## src/rtl/if_fetch_queue.sv

```systemverilog
// Instruction-fetch front end: owns the PC, issues in-order word fetches under a
// credit limit, and buffers returned instructions with their PCs for IF/ID.
module if_fetch_queue #(
    parameter int          DEPTH    = 4,
    parameter logic [31:0] RESET_PC = 32'h0000_0000
) (
    input  logic        clk,
    input  logic        rst,
    output logic        imem_req_valid,
    output logic [31:0] imem_req_addr,
    input  logic        imem_req_ready,
    input  logic        imem_rsp_valid,
    input  logic [31:0] imem_rsp_data,
    output logic        inst_valid,
    output logic [31:0] inst_pc,
    output logic [31:0] inst_data,
    input  logic        inst_ready,
    input  logic        redirect_valid,
    input  logic [31:0] redirect_pc
);

    localparam int          CW      = $clog2(DEPTH + 1);
    localparam int          PW      = $clog2(DEPTH);
    localparam logic [CW:0] DEPTH_C = (CW + 1)'(DEPTH);

    logic [31:0]             fetch_pc, rsp_pc;
    logic [CW-1:0]           count, outstanding, drop_cnt;
    logic [PW-1:0]           wr_ptr, rd_ptr;
    logic [DEPTH-1:0][31:0]  pc_q, data_q;

    logic          req_fire, enq, deq;
    logic [CW-1:0] outstanding_nxt;
    logic [31:0]   target_pc;
    logic          unused_redirect_bits;

    assign target_pc            = {redirect_pc[31:2], 2'b00};
    assign unused_redirect_bits = ^redirect_pc[1:0];

    // Credit counts buffered entries plus requests in flight, so every response
    // has a FIFO slot waiting; a same-cycle dequeue is deliberately not credited.
    assign imem_req_valid = !rst && !redirect_valid &&
                            (({1'b0, count} + {1'b0, outstanding}) < DEPTH_C);
    assign imem_req_addr  = fetch_pc;
    assign req_fire       = imem_req_valid && imem_req_ready;

    assign enq        = imem_rsp_valid && !redirect_valid && (drop_cnt == '0);
    assign inst_valid = (count != '0) && !redirect_valid;
    assign deq        = inst_valid && inst_ready;
    assign inst_pc    = pc_q[rd_ptr];
    assign inst_data  = data_q[rd_ptr];

    assign outstanding_nxt = outstanding + CW'(req_fire) - CW'(imem_rsp_valid);

    always_ff @(posedge clk) begin
        if (rst) begin
            fetch_pc    <= RESET_PC;
            rsp_pc      <= RESET_PC;
            count       <= '0;
            outstanding <= '0;
            drop_cnt    <= '0;
            wr_ptr      <= '0;
            rd_ptr      <= '0;
        end else begin
            outstanding <= outstanding_nxt;
            if (redirect_valid) begin
                // Everything still in flight is wrong-path; the response landing
                // this cycle is already excluded from outstanding_nxt.
                fetch_pc <= target_pc;
                rsp_pc   <= target_pc;
                count    <= '0;
                wr_ptr   <= '0;
                rd_ptr   <= '0;
                drop_cnt <= outstanding_nxt;
            end else begin
                if (req_fire)
                    fetch_pc <= fetch_pc + 32'd4;
                if (imem_rsp_valid && (drop_cnt != '0))
                    drop_cnt <= drop_cnt - 1'b1;
                if (enq) begin
                    wr_ptr <= wr_ptr + 1'b1;
                    rsp_pc <= rsp_pc + 32'd4;
                end
                if (deq)
                    rd_ptr <= rd_ptr + 1'b1;
                count <= count + CW'(enq) - CW'(deq);
            end
        end
    end

    always_ff @(posedge clk) begin
        if (!rst && enq) begin
            pc_q[wr_ptr]   <= rsp_pc;
            data_q[wr_ptr] <= imem_rsp_data;
        end
    end

endmodule

```

## config.mk

```make
export PLATFORM = sky130hd
export DESIGN_NAME = if_fetch_queue
export DESIGN_NICKNAME = d
export VERILOG_FILES = /design/src/rtl/if_fetch_queue.sv
export SDC_FILE = /design/constraint.sdc
export NUM_CORES = 1
export LEC_CHECK = 0
export ABC_CLOCK_PERIOD_IN_PS = 3050
export CORE_MARGIN = 5
export CORE_UTILIZATION = 40
export DETAILED_ROUTE_END_ITERATION = 8
export GPL_ROUTABILITY_DRIVEN = 0
export PLACE_DENSITY = 0.71
export SLEW_MARGIN = 20
export SYNTH_ARGS = -nofsm -noshare
export SYNTH_HDL_FRONTEND = slang
export SYNTH_SLANG_ARGS = --single-unit
export TNS_END_PERCENT = 5
```

## constraint.sdc

```tcl
create_clock -name clk -period 3.05 [get_ports clk]
set_input_delay 0.305 -clock clk [delete_from_list [all_inputs] [get_ports clk]]
set_output_delay 0.305 -clock clk [all_outputs]
set_load 0.02 [all_outputs]
```

==> key figures <==
Clock network
  • Root Buffer: clkbuf_16
  • # Post-CTS Setup Buffers: 0
  • Clock-pin slew on the worst setup and hold paths: ~0.060 ns
  • Longest Clk Path Bufs: 3
  • Post-cts sizing count: 0
  • CTS tree: built
  • CTS sink count: about 320
  • Worst-Skew Late Latency: 0.50 ns
  • Post-cts hold buffer count: 0
  • Num CTS Buffers: 35
  • H-tree depth: 2

Timing
  • Final worst slack: 0.2969 ns
  • Final period utilization: between 90% and 100%
  • Rel. slew slack: 59.81%
  • Hold slack: between 0.4 and 0.5 ns
  • RSZ-0062 raised after global routing: false
  • Setup-failing EPs final: 0
  • Setup Skew: approximately 0.021 ns
  • Worst Tran Pin Value: around 0.60 ns
  • Final number of hold-violating endpoints: 0
  • Max Freq: approximately 360 MHz
  • Number of max-slew violations in the final report: 0
  • Clock period minus worst slack: ~2.8 ns
  • Setup TNS: 0 ns

Global route
  • GRT Util Overall: ~15%
  • Antenna violations before repair: 0
  • Vias in the first global route: just under 8000
  • First-pass GRT wire length: 44560 um
  • GRT overflow: 0
  • Largest net degree at the start of global routing: 63

Synthesis
  • Number of enable flip-flop cells after synthesis: between 200 and 250
  • Synth area leader: edfxtp_1
  • Post-synth top area share: 56.88%
  • Seq cells post-synth: ~320
  • Post-synth cell types: 59
  • Post-synth ARST share: 0%
  • Avg Inst Size Synth: 15.64 sq um
  • Mapped cell area: 13090 sq um
  • Top area cells in the synthesized netlist: edfxtp_1 57%, dfxtp_1 11%, mux4_2 11%, xnor2_1 2.2%, nand2_1 1.3%
  • Ys Warns: 0
  • Cell count after synthesis: approximately 840
  • Sequential area share after synthesis: between 60 and 70%
  • Primary FF master, synth: edfxtp_1

Setup path
  • Worst setup SP type: flip-flop
  • Bufs and invs on worst path: 2
  • Req. time, crit path: ~2.7 ns
  • Critical path's top delay family: buffers and inverters
  • Critical-path cell list: buf_4 -> mux4_2 -> clkdlybuf4s50_1
  • Setup Crit Path Kind: flip-flop to primary output
  • CP Capture Type: primary output
  • WP data arrival: 2.45 ns
  • CP max stage cell: clkdlybuf4s50_1
  • Max incr delay on CP: 0.56 ns
  • CP Max Fanout: 13
  • R2R setup slack: ~0.31 ns

Final layout
  • Nets@finish: between 1000 and 1500
  • N_diodes: 0
  • Area of the multi-input gates: 3911 sq um
  • Layout cell share with drive strength beyond 1: between 15 and 20%
  • Commonest non-fill, non-tap cell in the layout: edfxtp_1
  • Post-route insts no fill: ~1500
  • Register area: 8916 sq um
  • Util after Layout: around half
  • Number of fill cells: roughly 2700
  • Area Growth Syn to Fin: 26.05%
  • Most frequent cells in the layout: 248 x edfxtp_1, 160 x clkdlybuf4s50_1, 71 x dfxtp_1, 62 x mux4_2, 47 x nand2_1

Detailed routing
  • DR vias/cell: about 5.2
  • DR DRC count: 0
  • Detailed-route via count: 7757
  • Drt first pass iters: 5
  • DR iter-0 viols: 520
  • ANT nets after route: 0
  • Total wire length: 28270 um
  • WL/cell: between 15 and 20 um

Placement
  • Place WS: roughly 0.2 ns
  • IO Port Bufs: about 160
  • Placed Instances: between 1000 and 1500
  • Placed wire-length estimate: between 15000 and 20000 um

Run status
  • Outcome: completed

Floorplanning
  • Initial core utilization: approximately two fifths
  • Die H: 190.9 um
  • Area of the core: between 30000 and 40000 sq um
  • Full die area: around 36000 sq um
  • Die Wd: about 190 um
  • Num rows: 66
  • Ports: between 150 and 200

Job
  • Max-cap violations: 0

Pwr
  • Pwr Density: ~600 nW/um^2
  • Leak: 5.254 nW
  • Worst IR Drop VDD: between 0.2 and 0.3 mV

Min path
  • Worst hold path type: input pin to flip-flop
[power by group]
group | switching [mW] | internal (mW)
logic | 0.419 | 0.392
registers | 0.134 | 4.85
clock network | 1.62 | 2.49
[cell usage after synthesis (all sizes together) (2+ instances only)]
master  number
and2         7
a31oi       10
or4          6
or3          9
xnor2       33
a21oi       31
o21bai       4
a211oi      11
nor4        16
o211ai       6
mux4        62
nor3        17
a21boi       9
buf         22
dfxtp       73
nor2b        2
o311ai       2
clkbuf      23
or2          2
xor2        10
a32oi        3
edfxtp     248
ha          14
a22oi        3
inv         27
nand4       22
nor2        39
mux2i        3
o21ai       16
nand3       22
and4         8
and3         9
a311oi       3
fa           2
nand2       48
o31a         3
[final cells by class]
cell class,count,area share [%]
Multi-Input combinational cell,446,23.70
Timing Repair Buffer,183,11.42
Inverter,28,0.6368
Clock inverter,18,1.046
Sequential cell,321,54.02
Clock buffer,44,5.830
Tap cell,442,3.351
[stage by stage]
step	area, sq um	total power [mW]
after floorplan	13110	5.491
after global placement	15370	5.864
after detailed placement	15370	5.884
after CTS	16500	10.02
after global routing	16500	10.29
final	16500	9.896
[flip-flops by register name, summed over array words and instances (netlist names)]
signal / flops
data_q: 128
drop_cnt: 3
outstanding: 3
wr_ptr: 2
count: 3
pc_q: 120
rd_ptr: 2
imem_req_addr: 30
rsp_pc: 30
[path summary, 6_finish.rpt]
kind / from / end / cells past startpoint
worst max-delay path: rd_ptr[0]$_SDFFE_PP0P_ / inst_pc[26] / 3
worst min register to register: rsp_pc[9]$_SDFFE_PP0P_ / pc_q[41]$_DFFE_PP_ / 0
worst min-delay path: rst / count[0]$_SDFF_PP0_ / 4
worst max register to register: count[2]$_SDFF_PP0_ / drop_cnt[2]$_SDFFE_PP0P_ / 10
[cell families (layout without fill, tap and decap cells)]
group	Yosys count	count (layout)	synth area share, %
DFF	321	321	68.04
and+or+nand+nor	213	213	9.088
AOI/OAI and AO/OA	104	104	5.074
buffers and inverters	73	273	2.274
muxes	66	66	10.98
xor gates and xnor gates	43	43	2.876
adders and majority gates	16	16	1.644
other	1	4	0.02864
[worst reg2reg max path: cells and delay by family (launching register included)]
family / cells / cell delay (ns)
xor+xnor: 1 / 0.17
simple gates: 2 / 0.68
fa+ha+maj: 4 / 1.15
flops: 1 / 0.33
buf+inv: 2 / 0.10
compound gates: 1 / 0.24
[routing by layer]
metal  vias to the layer above  GRT usage (%)  wire length, um
met5                         -              0                0
met4                         0          4.088              636
met3                        49          3.652             2161
met2                       279          23.70            12620
met1                      3802          22.46            12850
li1                       3627              -                -
Power figures use the tool's default switching activity.
